[src/rtl/mem_port_arbiter_pkg.sv]
// Package mem_arb_pkg: shared types and constants for mem_port_arbiter.
//   arb_state_t : arbiter FSM state (IDLE, BUSY)
//   PORT_IF     : port index of instruction fetch (0)
//   PORT_LS     : port index of load/store (1)
package mem_arb_pkg;

  typedef enum logic {
    IDLE = 1'b0,
    BUSY = 1'b1
  } arb_state_t;

  localparam logic PORT_IF = 1'b0;
  localparam logic PORT_LS = 1'b1;

endpackage

[src/rtl/mem_port_arbiter_if.sv]
// Interface mem_port_arbiter_if: requester handshakes and memory port bundle.
//   req0/req1, addr0/addr1, wdata0/wdata1, we0/we1 : requester side inputs
//   gnt0/gnt1, done0/done1, rdata                  : requester side outputs
//   mem_req, mem_addr, mem_wdata, mem_we           : memory port outputs
//   mem_ready, mem_rdata                           : memory port inputs
// Modports: slave  = arbiter view
//           master = requesters + memory (environment) view
interface mem_port_arbiter_if #(
  parameter int unsigned WIDTH = 32
) ();

  logic             req0;
  logic             req1;
  logic [WIDTH-1:0] addr0;
  logic [WIDTH-1:0] addr1;
  logic [WIDTH-1:0] wdata0;
  logic [WIDTH-1:0] wdata1;
  logic             we0;
  logic             we1;
  logic             gnt0;
  logic             gnt1;
  logic             done0;
  logic             done1;
  logic [WIDTH-1:0] rdata;
  logic             mem_req;
  logic [WIDTH-1:0] mem_addr;
  logic [WIDTH-1:0] mem_wdata;
  logic             mem_we;
  logic             mem_ready;
  logic [WIDTH-1:0] mem_rdata;

  modport slave (
    input  req0, req1, addr0, addr1, wdata0, wdata1, we0, we1,
    input  mem_ready, mem_rdata,
    output gnt0, gnt1, done0, done1, rdata,
    output mem_req, mem_addr, mem_wdata, mem_we
  );

  modport master (
    output req0, req1, addr0, addr1, wdata0, wdata1, we0, we1,
    output mem_ready, mem_rdata,
    input  gnt0, gnt1, done0, done1, rdata,
    input  mem_req, mem_addr, mem_wdata, mem_we
  );

endinterface

[src/rtl/mem_port_arbiter_mux2.sv]
// mux2: plain 2:1 multiplexer used to steer requester fields onto the memory port.
//   i_sel : 0 selects i_a, 1 selects i_b
//   i_a   : input for select 0 (WIDTH)
//   i_b   : input for select 1 (WIDTH)
//   o_y   : selected output (WIDTH)
module mux2 #(
  parameter int unsigned WIDTH = 32
) (
  input  logic             i_sel,
  input  logic [WIDTH-1:0] i_a,
  input  logic [WIDTH-1:0] i_b,
  output logic [WIDTH-1:0] o_y
);

  assign o_y = i_sel ? i_b : i_a;

endmodule

[src/rtl/mem_port_arbiter.sv]
// mem_port_arbiter: shares one memory port between instruction fetch (port 0)
// and load/store (port 1). The grant is held for the whole memory transaction;
// the winner's address, write data and write enable are steered onto the
// memory port through 2:1 muxes driven by the registered select.
//   clk     : clock, rising edge
//   reset_n : synchronous active-low reset
//   bus     : mem_port_arbiter_if.slave (requester handshakes + memory port)
// Build option: define ARB_FIXED_PRIO_EN to make port 1 win every tie;
// otherwise ties are resolved round-robin.
module mem_port_arbiter
  import mem_arb_pkg::*;
#(
  parameter int unsigned WIDTH = 32
) (
  input  logic                clk,
  input  logic                reset_n,
  mem_port_arbiter_if.slave   bus
);

  arb_state_t r_state;
  arb_state_t w_state_nxt;
  logic       r_sel;
  logic       w_sel_nxt;
  logic       r_last;
  logic       w_last_nxt;
  logic       r_gnt0;
  logic       w_gnt0_nxt;
  logic       r_gnt1;
  logic       w_gnt1_nxt;
  logic       w_win;
  logic       w_busy;
  logic       w_mux_sel;

  // Winner for a new transaction; a lone requester always wins.
  always_comb begin
    w_win = PORT_IF;
    if (bus.req0 && bus.req1) begin
`ifdef ARB_FIXED_PRIO_EN
      w_win = PORT_LS;
`else
      w_win = ~r_last;
`endif
    end else if (bus.req1) begin
      w_win = PORT_LS;
    end
  end

  always_comb begin
    w_state_nxt = r_state;
    w_sel_nxt   = r_sel;
    w_last_nxt  = r_last;
    w_gnt0_nxt  = r_gnt0;
    w_gnt1_nxt  = r_gnt1;
    unique case (r_state)
      IDLE: begin
        if (bus.req0 || bus.req1) begin
          w_state_nxt = BUSY;
          w_sel_nxt   = w_win;
          w_last_nxt  = w_win;
          w_gnt0_nxt  = (w_win == PORT_IF);
          w_gnt1_nxt  = (w_win == PORT_LS);
        end
      end
      BUSY: begin
        // Requesters dropping req here are ignored: only memory completion ends BUSY.
        if (bus.mem_ready) begin
          w_state_nxt = IDLE;
          w_gnt0_nxt  = 1'b0;
          w_gnt1_nxt  = 1'b0;
        end
      end
      default: w_state_nxt = IDLE;
    endcase
  end

  always_ff @(posedge clk) begin
    if (!reset_n) begin
      r_state <= IDLE;
      r_sel   <= PORT_IF;
      r_last  <= PORT_LS;
      r_gnt0  <= 1'b0;
      r_gnt1  <= 1'b0;
    end else begin
      r_state <= w_state_nxt;
      r_sel   <= w_sel_nxt;
      r_last  <= w_last_nxt;
      r_gnt0  <= w_gnt0_nxt;
      r_gnt1  <= w_gnt1_nxt;
    end
  end

  assign w_busy    = (r_state == BUSY);
  // Outside BUSY the memory fields fall back to the port 0 path.
  assign w_mux_sel = w_busy & r_sel;

  assign bus.gnt0    = r_gnt0;
  assign bus.gnt1    = r_gnt1;
  assign bus.mem_req = w_busy;
  assign bus.done0   = w_busy & (r_sel == PORT_IF) & bus.mem_ready;
  assign bus.done1   = w_busy & (r_sel == PORT_LS) & bus.mem_ready;
  assign bus.rdata   = bus.mem_rdata;

  mux2 #(.WIDTH(WIDTH)) u_mux_addr (
    .i_sel (w_mux_sel),
    .i_a   (bus.addr0),
    .i_b   (bus.addr1),
    .o_y   (bus.mem_addr)
  );

  mux2 #(.WIDTH(WIDTH)) u_mux_wdata (
    .i_sel (w_mux_sel),
    .i_a   (bus.wdata0),
    .i_b   (bus.wdata1),
    .o_y   (bus.mem_wdata)
  );

  mux2 #(.WIDTH(1)) u_mux_we (
    .i_sel (w_mux_sel),
    .i_a   (bus.we0),
    .i_b   (bus.we1),
    .o_y   (bus.mem_we)
  );

endmodule

[src/flat_wrapper.sv]
// flat-port wrapper written by rule: the top's interface ports become plain ports
module mem_port_arbiter_flat import mem_arb_pkg::*;
#(
  parameter int unsigned WIDTH = 32
)
  (clk, reset_n, bus_req0, bus_req1, bus_addr0, bus_addr1, bus_wdata0, bus_wdata1, bus_we0, bus_we1, bus_mem_ready, bus_mem_rdata, bus_gnt0, bus_gnt1, bus_done0, bus_done1, bus_rdata, bus_mem_req, bus_mem_addr, bus_mem_wdata, bus_mem_we);
  mem_port_arbiter_if #(.WIDTH(WIDTH)) bus_i ();
  input  logic clk;
  input  logic reset_n;
  input wire logic [$bits(bus_i.req0)-1:0] bus_req0;
  input wire logic [$bits(bus_i.req1)-1:0] bus_req1;
  input wire logic [$bits(bus_i.addr0)-1:0] bus_addr0;
  input wire logic [$bits(bus_i.addr1)-1:0] bus_addr1;
  input wire logic [$bits(bus_i.wdata0)-1:0] bus_wdata0;
  input wire logic [$bits(bus_i.wdata1)-1:0] bus_wdata1;
  input wire logic [$bits(bus_i.we0)-1:0] bus_we0;
  input wire logic [$bits(bus_i.we1)-1:0] bus_we1;
  input wire logic [$bits(bus_i.mem_ready)-1:0] bus_mem_ready;
  input wire logic [$bits(bus_i.mem_rdata)-1:0] bus_mem_rdata;
  output wire logic [$bits(bus_i.gnt0)-1:0] bus_gnt0;
  output wire logic [$bits(bus_i.gnt1)-1:0] bus_gnt1;
  output wire logic [$bits(bus_i.done0)-1:0] bus_done0;
  output wire logic [$bits(bus_i.done1)-1:0] bus_done1;
  output wire logic [$bits(bus_i.rdata)-1:0] bus_rdata;
  output wire logic [$bits(bus_i.mem_req)-1:0] bus_mem_req;
  output wire logic [$bits(bus_i.mem_addr)-1:0] bus_mem_addr;
  output wire logic [$bits(bus_i.mem_wdata)-1:0] bus_mem_wdata;
  output wire logic [$bits(bus_i.mem_we)-1:0] bus_mem_we;
  assign bus_i.req0 = bus_req0;
  assign bus_i.req1 = bus_req1;
  assign bus_i.addr0 = bus_addr0;
  assign bus_i.addr1 = bus_addr1;
  assign bus_i.wdata0 = bus_wdata0;
  assign bus_i.wdata1 = bus_wdata1;
  assign bus_i.we0 = bus_we0;
  assign bus_i.we1 = bus_we1;
  assign bus_i.mem_ready = bus_mem_ready;
  assign bus_i.mem_rdata = bus_mem_rdata;
  assign bus_gnt0 = bus_i.gnt0;
  assign bus_gnt1 = bus_i.gnt1;
  assign bus_done0 = bus_i.done0;
  assign bus_done1 = bus_i.done1;
  assign bus_rdata = bus_i.rdata;
  assign bus_mem_req = bus_i.mem_req;
  assign bus_mem_addr = bus_i.mem_addr;
  assign bus_mem_wdata = bus_i.mem_wdata;
  assign bus_mem_we = bus_i.mem_we;
  mem_port_arbiter #(.WIDTH(WIDTH)) u_core (.clk(clk), .reset_n(reset_n), .bus(bus_i));
endmodule
[config.mk]
export PLATFORM = sky130hd
export DESIGN_NAME = mem_port_arbiter_flat
export DESIGN_NICKNAME = d
export VERILOG_FILES = /design/src/rtl/mem_port_arbiter_pkg.sv /design/src/rtl/mem_port_arbiter_if.sv /design/src/rtl/mem_port_arbiter_mux2.sv /design/src/rtl/mem_port_arbiter.sv /design/src/flat_wrapper.sv
export SDC_FILE = /design/constraint.sdc
export NUM_CORES = 1
export LEC_CHECK = 0
export BUFFER_PORTS_ARGS = -buffer_cell sky130_fd_sc_hd__buf_2
export CORE_AREA = 2 2 104 106
export CTS_BUF_LIST = sky130_fd_sc_hd__clkbuf_16
export DETAILED_ROUTE_END_ITERATION = 10
export DIE_AREA = 0 0 106 108
export SLEW_MARGIN = 15
export SYNTH_ARGS = -nofsm -noshare
export SYNTH_HDL_FRONTEND = slang
export SYNTH_SLANG_ARGS = --single-unit
[constraint.sdc]
create_clock -name clk -period 0.9 [get_ports clk]
set_input_delay 0 -clock clk [delete_from_list [all_inputs] [get_ports clk]]
set_output_delay 0 -clock clk [all_outputs]
set_load 0.1 [all_outputs]
* Yosys cells after proc, flatten, opt, wreduce, memory -nomap -nowiden *
Cells that the tools add are included.

storage, ports and cells
  bits in read-only memories = 0
  bits of input ports = 167
  bits in writable memories = 0
  flip-flop bits (word level) = 5
  memories = 0
  output and inout bits = 102
  bits in latches = 0

operators by class
  shift-type cells = 0
  equality and inequality tests = 2
  multiplexer cells = 13
  $add $sub $neg = 0
  multipliers = 0
  bitwise operators = 8
  order comparisons = 0
  reductions and logical operators = 4
  divide/modulo/power cells = 0

operator list
  cell                count
  $mux 32             2
  $mux 1              8
  $pmux 1 s2          3
  $and 1x1->1         4
  $not 1->1           4
  $reduce_and 2->1    2
  $ne 2x1->1 const B  1
  $ne 2x2->1 const B  1
  $logic_and 1x1->1   1
  $logic_or 1x1->1    1

* Depth between registers and ports, before layout *
Gate-level depths: netlist (run 1).

  word-level depth = 5
  gate-level depth with buffers = 4

* Modules after synthesis *
From an unflattened synthesis (run 1), not the netlist that was laid out.

second synthesis, totals
  cells, all modules = 128
  area total of the unflattened synthesis = 1566.5 µm²

modules (own cells, without submodules)
  module                         instances  area each (µm²)  cells each
  mux2 at u_core.u_mux_addr ...  2          544.3            36
  mem_port_arbiter               1          462.9            55
  mux2 at u_core.u_mux_we        1          15.0             1

* Worst setup path before layout (run 1) *
Ideal clock, no wire load.

  path type = reg2out
  start point = register u_core.r_state (netlist: u_core.bus.mem_req)
  end point = output port bus_done0
  cell stages (with the launch flop) = 3
  arrival time = 2.515 ns
  buffers on the path = 0
  required time = 0.900 ns
  setup slack = -1.615 ns
  cells stage by stage = dfxtp_1 nand2_1 nor2_1

between the ends
  longest elaborated chain between the ends = 2

ends and longest elaborated chain
  element                   line                    source
  start, declared           mem_port_arbiter.sv:20  arb_state_t r_state;
  start signal, assigned    mem_port_arbiter.sv:84  r_state <= w_state_nxt;
  $and 1x1->1 (2 in a row)  mem_port_arbiter.sv:99  assign bus.done0 = w_busy & (r_sel == PORT_IF) & bus.mem_ready;
  end, declared             flat_wrapper.sv:22      output wire logic [$bits(bus_i.done0)-1:0] bus_done0;

Every way passes these cells.

* Worst setup path after layout (run 1) *
  start point = register u_core.r_state (netlist: u_core.bus.mem_req)
  end point = output port bus_mem_addr[29]

between the ends
  longest elaborated chain between the ends = 2

ends and longest elaborated chain
  element        line                         source
  $and 1x1->1    mem_port_arbiter.sv:94       assign w_mux_sel = w_busy & r_sel;
  $mux 32        mem_port_arbiter_mux2.sv:15  assign o_y = i_sel ? i_b : i_a;
  end, declared  flat_wrapper.sv:26           output wire logic [$bits(bus_i.mem_addr)-1:0] bus_mem_addr;

Every way passes these cells.

==> summary.md, run 1 <==
| Metric | Value |
|---|---|
| Pre-CTS WS | -0.333 ns |
| CP top delay family | buffers and inverters |
| Synthesized area | 1440 um^2 |
| NetSw | 0.00227 W |
| Leak | 2.04 nW |
| Largest net degree at the start of global routing | 17 |
| Via Count | 1677 |
| Drt first pass iters | 5 |
| Syn. warnings | 0 |
| DR DRC count | 0 |
| Core ar. | 10200 um^2 |
| Utilization after layout | 0.364 |
| Worst-case clock buffer depth | 2 |
| Avg WL per Cell | 14.6 um |
| Nets | 474 |
| Actual slew at the worst max-slew pin | 0.157 ns |
| Worst Setup Start Kind | register |
| Commonest non-fill, non-tap cell in the layout | buf_2 |
| Setup-failing EPs final | 73 |
| CP Data Required Time | 0.90 ns |
| R2R depth | 4 |
| Die area | 11400 um^2 |
| Fmax | 695 MHz |
| Sequential power share | 0.059 |
| Endpoints failing hold | 0 |
| Seq/Total Area, Yosys | 0.0696 |
| FF+latch count, synth | 5 |
| FP Rows | 37 |
| Max incr delay on CP | 0.35 ns |
| Setup crit end kind | output port |
| Via count of the first global-routing pass | 1823 |
| Initial antenna violation count | 0 |
| Clock sinks | 5 |
| Worst-path clk slew | 0.03 ns |
| Mean Syn Cell Area | 11.3 um^2 |
| Fillers | 982 |
| RSZ-0062 raised after global routing | yes |
| CP max-delay cell | dfxtp_4 |
| Buf/Inv on CP | 2 |
| Rel. slew slack | 0.895 |
| CP Max Fanout | 16 |
| Fin area | 3730 um^2 |
| Worst Skew | 0.00125 ns |
| Clk_lat worst skew | 0.23 ns |
| Diodes inserted | 0 |
| Remaining antenna violation count after routing | 0 |
| Worst path cell trace | nand2_8 > buf_16 > mux2_4 > buf_12 |
| CTS Hold Bufs | 0 |
| Failing checks | setup timing |
| Routed wire length | 6.45 mm |
| RR Startpoint | u_core.bus.mem_req$_SDFF_PN0_ |
| Hold endpoint | bus_rdata[22] |
| Total placed instance area | 3500 um^2 |
| Clock network power share | 0.162 |
| Die Span X | 106 um |
| Final worst-path cycle share | 1.60 |
| Hold Path Origin | bus_mem_rdata[22] |
| Top cells by area, synth | mux2_4, buf_4, mux2_2 |
| Worst VDD drop | 999 uV |
| Sw frac | 0.503 |
| GPL Wtd Cong | 0.726 |
| WHS | 0.0000439 ns |
| Root buf cell | clkbuf_16 |
| Post-Syn Instances | 127 |
| Tmin final | 1.44 ns |
| Die Height | 108 um |
| R2R Setup Slk | -0.20 ns |
| Comb pwr share | 0.780 |
| Port Buffers | 204 |
| Tot GR Track Use | 0.105 |
| Post-CTS Setup Bufs | 0 |
| Share of cells above drive strength 1 | 0.954 |
| Status | finished, violations left |
| MaxCap Viol Count | 0 |
| TritonCTS clock tree | done |
| Final worst setup slack | -0.539 ns |
| Worst reg2reg path endpoint | u_core.bus.gnt0$_SDFFE_PN0P_ |
| CTS buffer count | 3 |
| Int Pwr | 0.00224 W |
| H-tree Lvls | 1 |
| WS Path Type | reg2out |
| Distinct cells, synth | 18 |
| Boundary Pins | 269 |
| Via density | 3.79 |
| Area leader, netlist | mux2_4 |
| Critical Path AT | 1.44 ns |
| Syn nets | 294 |
| Area growth syn-to-layout | 159% |
| Design Power | 0.00451 W |
| Hold path depth | 0 |
| Starting Density | 0.141 |
| Initial DRC count | 34 |
| Most frequent cells in the layout | buf_2, buf_12, mux2_4, buf_16, buf_4 |
| Congestion Overflow GR | 0 |
| Slew Limit Fails | 0 |
| Synth top area share | 0.522 |
| PwrDens | 1210 nW/um^2 |
| First-pass GRT wire length | 9.63 mm |
| Hpwl dp | 5.57 mm |
| Worst hold-check path type | in2out |
==> logic make-up after synthesis <==
group / Yosys count / share of synthesized area
AOI/OAI and AO/OA: 7 / 0.0366
muxes: 65 / 0.640
DFF: 5 / 0.0696
buffers and inverters: 40 / 0.220
and+or+nand+nor: 10 / 0.0339
==> cell usage after synthesis, drive strengths merged <==
library cell / number
o211ai: 1
a21oi: 1
buf: 39
and3: 2
o311a: 1
a21boi: 2
nor2: 1
nand2b: 2
o21a: 1
mux2: 65
inv: 1
a21o: 1
nand3: 1
nand2: 4
dfxtp: 5
==> metal layers <==
metal	track usage	vias up	share of wire
met5	0	-	0
met4	0.0254	0	0.015
met3	0.0289	9	0.088
met2	0.203	114	0.56
met1	0.111	770	0.34
li1	-	784	-
==> through the flow <==
stage | std cells | TNS, ns
after global routing | 442 | -37.47
final | 442 | -34.50
after CTS | 442 | -35.89
after detailed placement | 435 | -19.43
after global placement | 435 | -18.68
after floorplan | 127 | -29.65
==> power groups by stage <==
stage	sequential, W	clock [W]	combinational (W)
finish	0.000265	0.000729	0.00352
global route	0.000267	0.000755	0.00362
CTS	0.000265	0.000732	0.00355
floorplan	0.000340	0	0.00270
detailed placement	0.000264	0	0.00348
global placement	0.000263	0	0.00344
==> worst max-delay path by stage <==
stage / from / endpoint / slack, ns / depth (start not counted)
final: u_core.bus.mem_req$_SDFF_PN0_ / bus_mem_addr[29] / -0.54 / 4
after global routing: u_core.bus.mem_req$_SDFF_PN0_ / bus_mem_wdata[19] / -0.58 / 4
after CTS: u_core.bus.mem_req$_SDFF_PN0_ / bus_mem_addr[30] / -0.56 / 4
after detailed placement: u_core.r_sel$_SDFFE_PN0P_ / bus_mem_we / -0.33 / 4
after global placement: u_core.r_sel$_SDFFE_PN0P_ / bus_mem_addr[23] / -0.31 / 4
after floorplan: u_core.bus.mem_req$_SDFF_PN0_ / bus_mem_addr[0] / -0.46 / 4
==> flip-flops by register name, indices dropped and copies added (netlist names) <==
register            cells
u_core.r_last           1
u_core.bus.gnt0         1
u_core.r_sel            1
u_core.bus.mem_req      1
u_core.bus.gnt1         1
==> repair_timing <==
action                                  CTS  global route
gates resized for setup                  18             0
endpoints found under the setup margin   72            73
cloned                                    3             0
endpoints found under the hold margin     0             0
pin swaps                                 1             0
==> cell type report <==
type	instances	area (um^2)	share of cell area
clock buffer	3	75.1	0.0201
clock inverter	1	3.75	0.00101
inverter	1	3.75	0.00101
multi-input combinational	82	1120	0.301
sequential	5	110	0.0296
tap	136	170	0.0457
timing repair buffer	214	2240	0.602
No activity file was read; power rests on OpenSTA's default activity.
==> run 2: changes to the inputs <==
--- a/config.mk
+++ b/config.mk
@@ -5,11 +5,13 @@
 export SDC_FILE = /design/constraint.sdc
 export NUM_CORES = 1
 export LEC_CHECK = 0
+export ABC_AREA = 1
 export BUFFER_PORTS_ARGS = -buffer_cell sky130_fd_sc_hd__buf_2
-export CORE_AREA = 2 2 104 106
+export CORE_AREA = 2 2 105 107
 export CTS_BUF_LIST = sky130_fd_sc_hd__clkbuf_16
 export DETAILED_ROUTE_END_ITERATION = 10
-export DIE_AREA = 0 0 106 108
+export DIE_AREA = 0 0 107 109
+export SKIP_CTS_REPAIR_TIMING = 1
 export SLEW_MARGIN = 15
 export SYNTH_ARGS = -nofsm -noshare
 export SYNTH_HDL_FRONTEND = slang
==> summary.md, run 2 <==
| Metric | Value |
|---|---|
| CP Data Required Time | 0.90 ns (about the same) |
| Syn. warnings | 0 (unchanged) |
| First-pass GRT wire length | 8.47 mm (-12%) |
| Buf/Inv on CP | 2 (unchanged) |
| Met3 usage | 0.0430 (+0.0141) |
| Met2 capacity usage during global routing | 0.177 (-0.0267) |
| Area leader, netlist | mux2_4 |
| PwrDens | 1190 nW/um^2 (-1.7%) |
| Synthesized area | 1390 um^2 (-3.6%) |
| Worst hold-check path type | in2reg |
| Clk_lat worst skew | 0.23 ns (about the same) |
| DR DRC count | 0 (unchanged) |
| WHS | -0.00399 ns (-0.00404 ns) |
| H-tree Lvls | 1 (unchanged) |
| TritonCTS clock tree | done |
| Worst-case clock buffer depth | 2 (unchanged) |
| Port Buffers | 204 (unchanged) |
| GPL Wtd Cong | 0.701 (-3.4%) |
| Diodes inserted | 0 (unchanged) |
| Synth cell count leaders | mux2_4, buf_4, mux2_2 |
| Worst Skew | 0.000781 ns (-0.000466 ns) |
| Commonest non-fill, non-tap cell in the layout | buf_2 |
| Area growth syn-to-layout | 170% |
| Endpoints failing hold | 1 (+1) |
| Hpwl dp | 5.50 mm (-1.2%) |
| Met1 usage | 0.0894 (-0.0219) |
| Final worst-path cycle share | 1.56 (-0.0347) |
| Critical Path AT | 1.41 ns (-0.03 ns) |
| Largest net degree at the start of global routing | 39 (+22) |
| Most common cell on crit path | buf_12 |
| MaxCap Viol Count | 0 (unchanged) |
| Final TNS setup | -33.05 ns (+1.45 ns) |
| Boundary Pins | 269 (unchanged) |
| Top cells by area, synth | mux2_4, mux2_2, buf_4 |
| Routed wire length | 6.88 mm (+6.6%) |
| Initial DRC count | 37 (+8.8%) |
| Fillers | 1039 (+5.8%) |
| Leak | 2.02 nW (-0.87%) |
| Die area | 11700 um^2 (+1.9%) |
| CP top delay family | multiplexers |
| Async S/R FF share, synth | 0 (unchanged) |
| Most frequent cells in the layout | buf_2, buf_12, mux2_4, mux2_2, clkbuf_16 |
| Final cell count without fillers | 455 (+2.9%) |
| Congestion Overflow GR | 0 (unchanged) |
| RSZ-0062 raised after global routing | yes |
| CP max-delay cell | mux2_2 |
| Post-Syn Instances | 133 (+4.7%) |
| Core ar. | 10600 um^2 (+3.6%) |
| Syn nets | 300 (+2.0%) |
| Die Span X | 107 um (+0.94%) |
| Via density | 3.84 (+1.2%) |
| Via count of the first global-routing pass | 1686 (-7.5%) |
| Status | finished, violations left |
| Root buf cell | clkbuf_16 |
| Die Height | 109 um (+0.93%) |
| Placed cell count | 443 (+1.8%) |
| Failing checks | hold timing, setup timing |
| WS Path Type | reg2out |
| FP Rows | 38 (+2.7%) |
| FF+latch count, synth | 5 (unchanged) |
| Layer with the highest usage | met2 |
| CP Max Fanout | 7 (-9) |
| Design Power | 0.00445 W (-1.4%) |
| Seq/Total Area, Yosys | 0.0722 (+0.00258) |
| Initial antenna violation count | 0 (unchanged) |
| Fmax | 710 MHz (+2.2%) |
| Starting Density | 0.131 (-0.00976) |
| Max incr delay on CP | 0.37 ns (+0.02 ns) |
| Remaining antenna violation count after routing | 0 (unchanged) |
| Distinct cells, synth | 12 (-6) |
| Synth top area share | 0.422 (-0.0998) |
| Via Count | 1747 (+4.2%) |
| EDFF count, synth | 0 (unchanged) |
| Tot GR Track Use | 0.0925 (-0.0120) |
| Worst Setup Start Kind | register |
| Worst VDD drop | 967 uV (-3.1%) |
| Mean Syn Cell Area | 10.4 um^2 (-7.9%) |
| Final worst setup slack | -0.508 ns (+0.0312 ns) |
| Nets | 483 (+1.9%) |
| Slew Limit Fails | 0 (unchanged) |
| Actual slew at the worst max-slew pin | 0.190 ns (+0.0333 ns) |
| Drt first pass iters | 4 (-1) |
| Worst path cell trace | nand2_8 > buf_12 > mux2_2 > buf_12 |
| Clock sinks | 5 (unchanged) |
| Rel. slew slack | 0.873 (-0.0220) |
| Predominant post-synthesis flop cell | dfxtp_1 |
| Setup-failing EPs final | 72 (-1.4%) |
| Avg WL per Cell | 15.1 um (+3.5%) |
| CTS buffer count | 3 (unchanged) |
| Worst-path clk slew | 0.03 ns (about the same) |
| Tmin final | 1.41 ns (-0.0312 ns) |
| Setup crit end kind | output port |
| Most common cell in the synthesized netlist | mux2_4 |
| Share of cells above drive strength 1 | 0.937 (-0.0177) |
run 2: kinds of logic after synthesis:
| kind of cell | Yosys count | synth area share |
|---|---|---|
| buffers and inverters | 42 | 0.229 |
| AOI/OAI and AO/OA | 5 | 0.0180 |
| DFF | 5 | 0.0722 |
| muxes | 65 | 0.634 |
| and+or+nand+nor | 16 | 0.0469 |
run 2: area by class of cell:
| class | instances | area (um^2) | area share |
|---|---|---|---|
| timing repair buffer | 216 | 2280 | 0.609 |
| multi-input combinational | 87 | 1090 | 0.291 |
| tap | 140 | 175 | 0.0469 |
| sequential | 5 | 110 | 0.0295 |
| clock buffer | 3 | 75.1 | 0.0201 |
| inverter | 3 | 11.3 | 0.00301 |
| clock inverter | 1 | 3.75 | 0.00100 |
run 2: per-stage QoR:
| step | cell area [um^2] | utilization | setup slack (ns) |
|---|---|---|---|
| after floorplan | 1490 | - | -0.517 |
| after global placement | 3480 | 0.328 | -0.326 |
| after detailed placement | 3480 | 0.328 | -0.355 |
| after CTS | 3560 | 0.335 | -0.600 |
| after global routing | 3740 | 0.352 | -0.546 |
| final | 3740 | 0.352 | -0.508 |
run 2: final timing paths:
| path | startpoint | endpoint | slack, ns | depth (start not counted) |
|---|---|---|---|---|
| worst max register to register | u_core.bus.mem_req$_SDFF_PN0_ | u_core.bus.gnt1$_SDFFE_PN0P_ | -0.13 | 5 |
| worst min register to register | u_core.r_last$_SDFFE_PN1P_ | u_core.r_last$_SDFFE_PN1P_ | 0.49 | 2 |
| worst min-delay path | reset_n | u_core.r_last$_SDFFE_PN1P_ | -0.004 | 2 |
| worst max-delay path | u_core.bus.mem_req$_SDFF_PN0_ | bus_mem_addr[26] | -0.51 | 4 |
run 2: layer usage:
metal | wire (um) | share of wire
met5 | 0 | 0
met4 | 91 | 0.013
met3 | 886 | 0.13
met2 | 3570 | 0.52
met1 | 2330 | 0.34
run 2: worst register-to-register path, delay by kind of cell (launching register included):
family,cells,cell delay [ns]
AND/OR/NAND/NOR,1,0.10
flip-flops,1,0.39
buffers and inverters,2,0.23
AO/OA/AOI/OAI,2,0.23
run 2: where the power goes:
part | internal (W) | leakage, nW | switching [W]
registers | 0.000243 | 0.0434 | 0.0000282
logic | 0.00138 | 1.94 | 0.00207
clock network | 0.000576 | 0.0423 | 0.000156
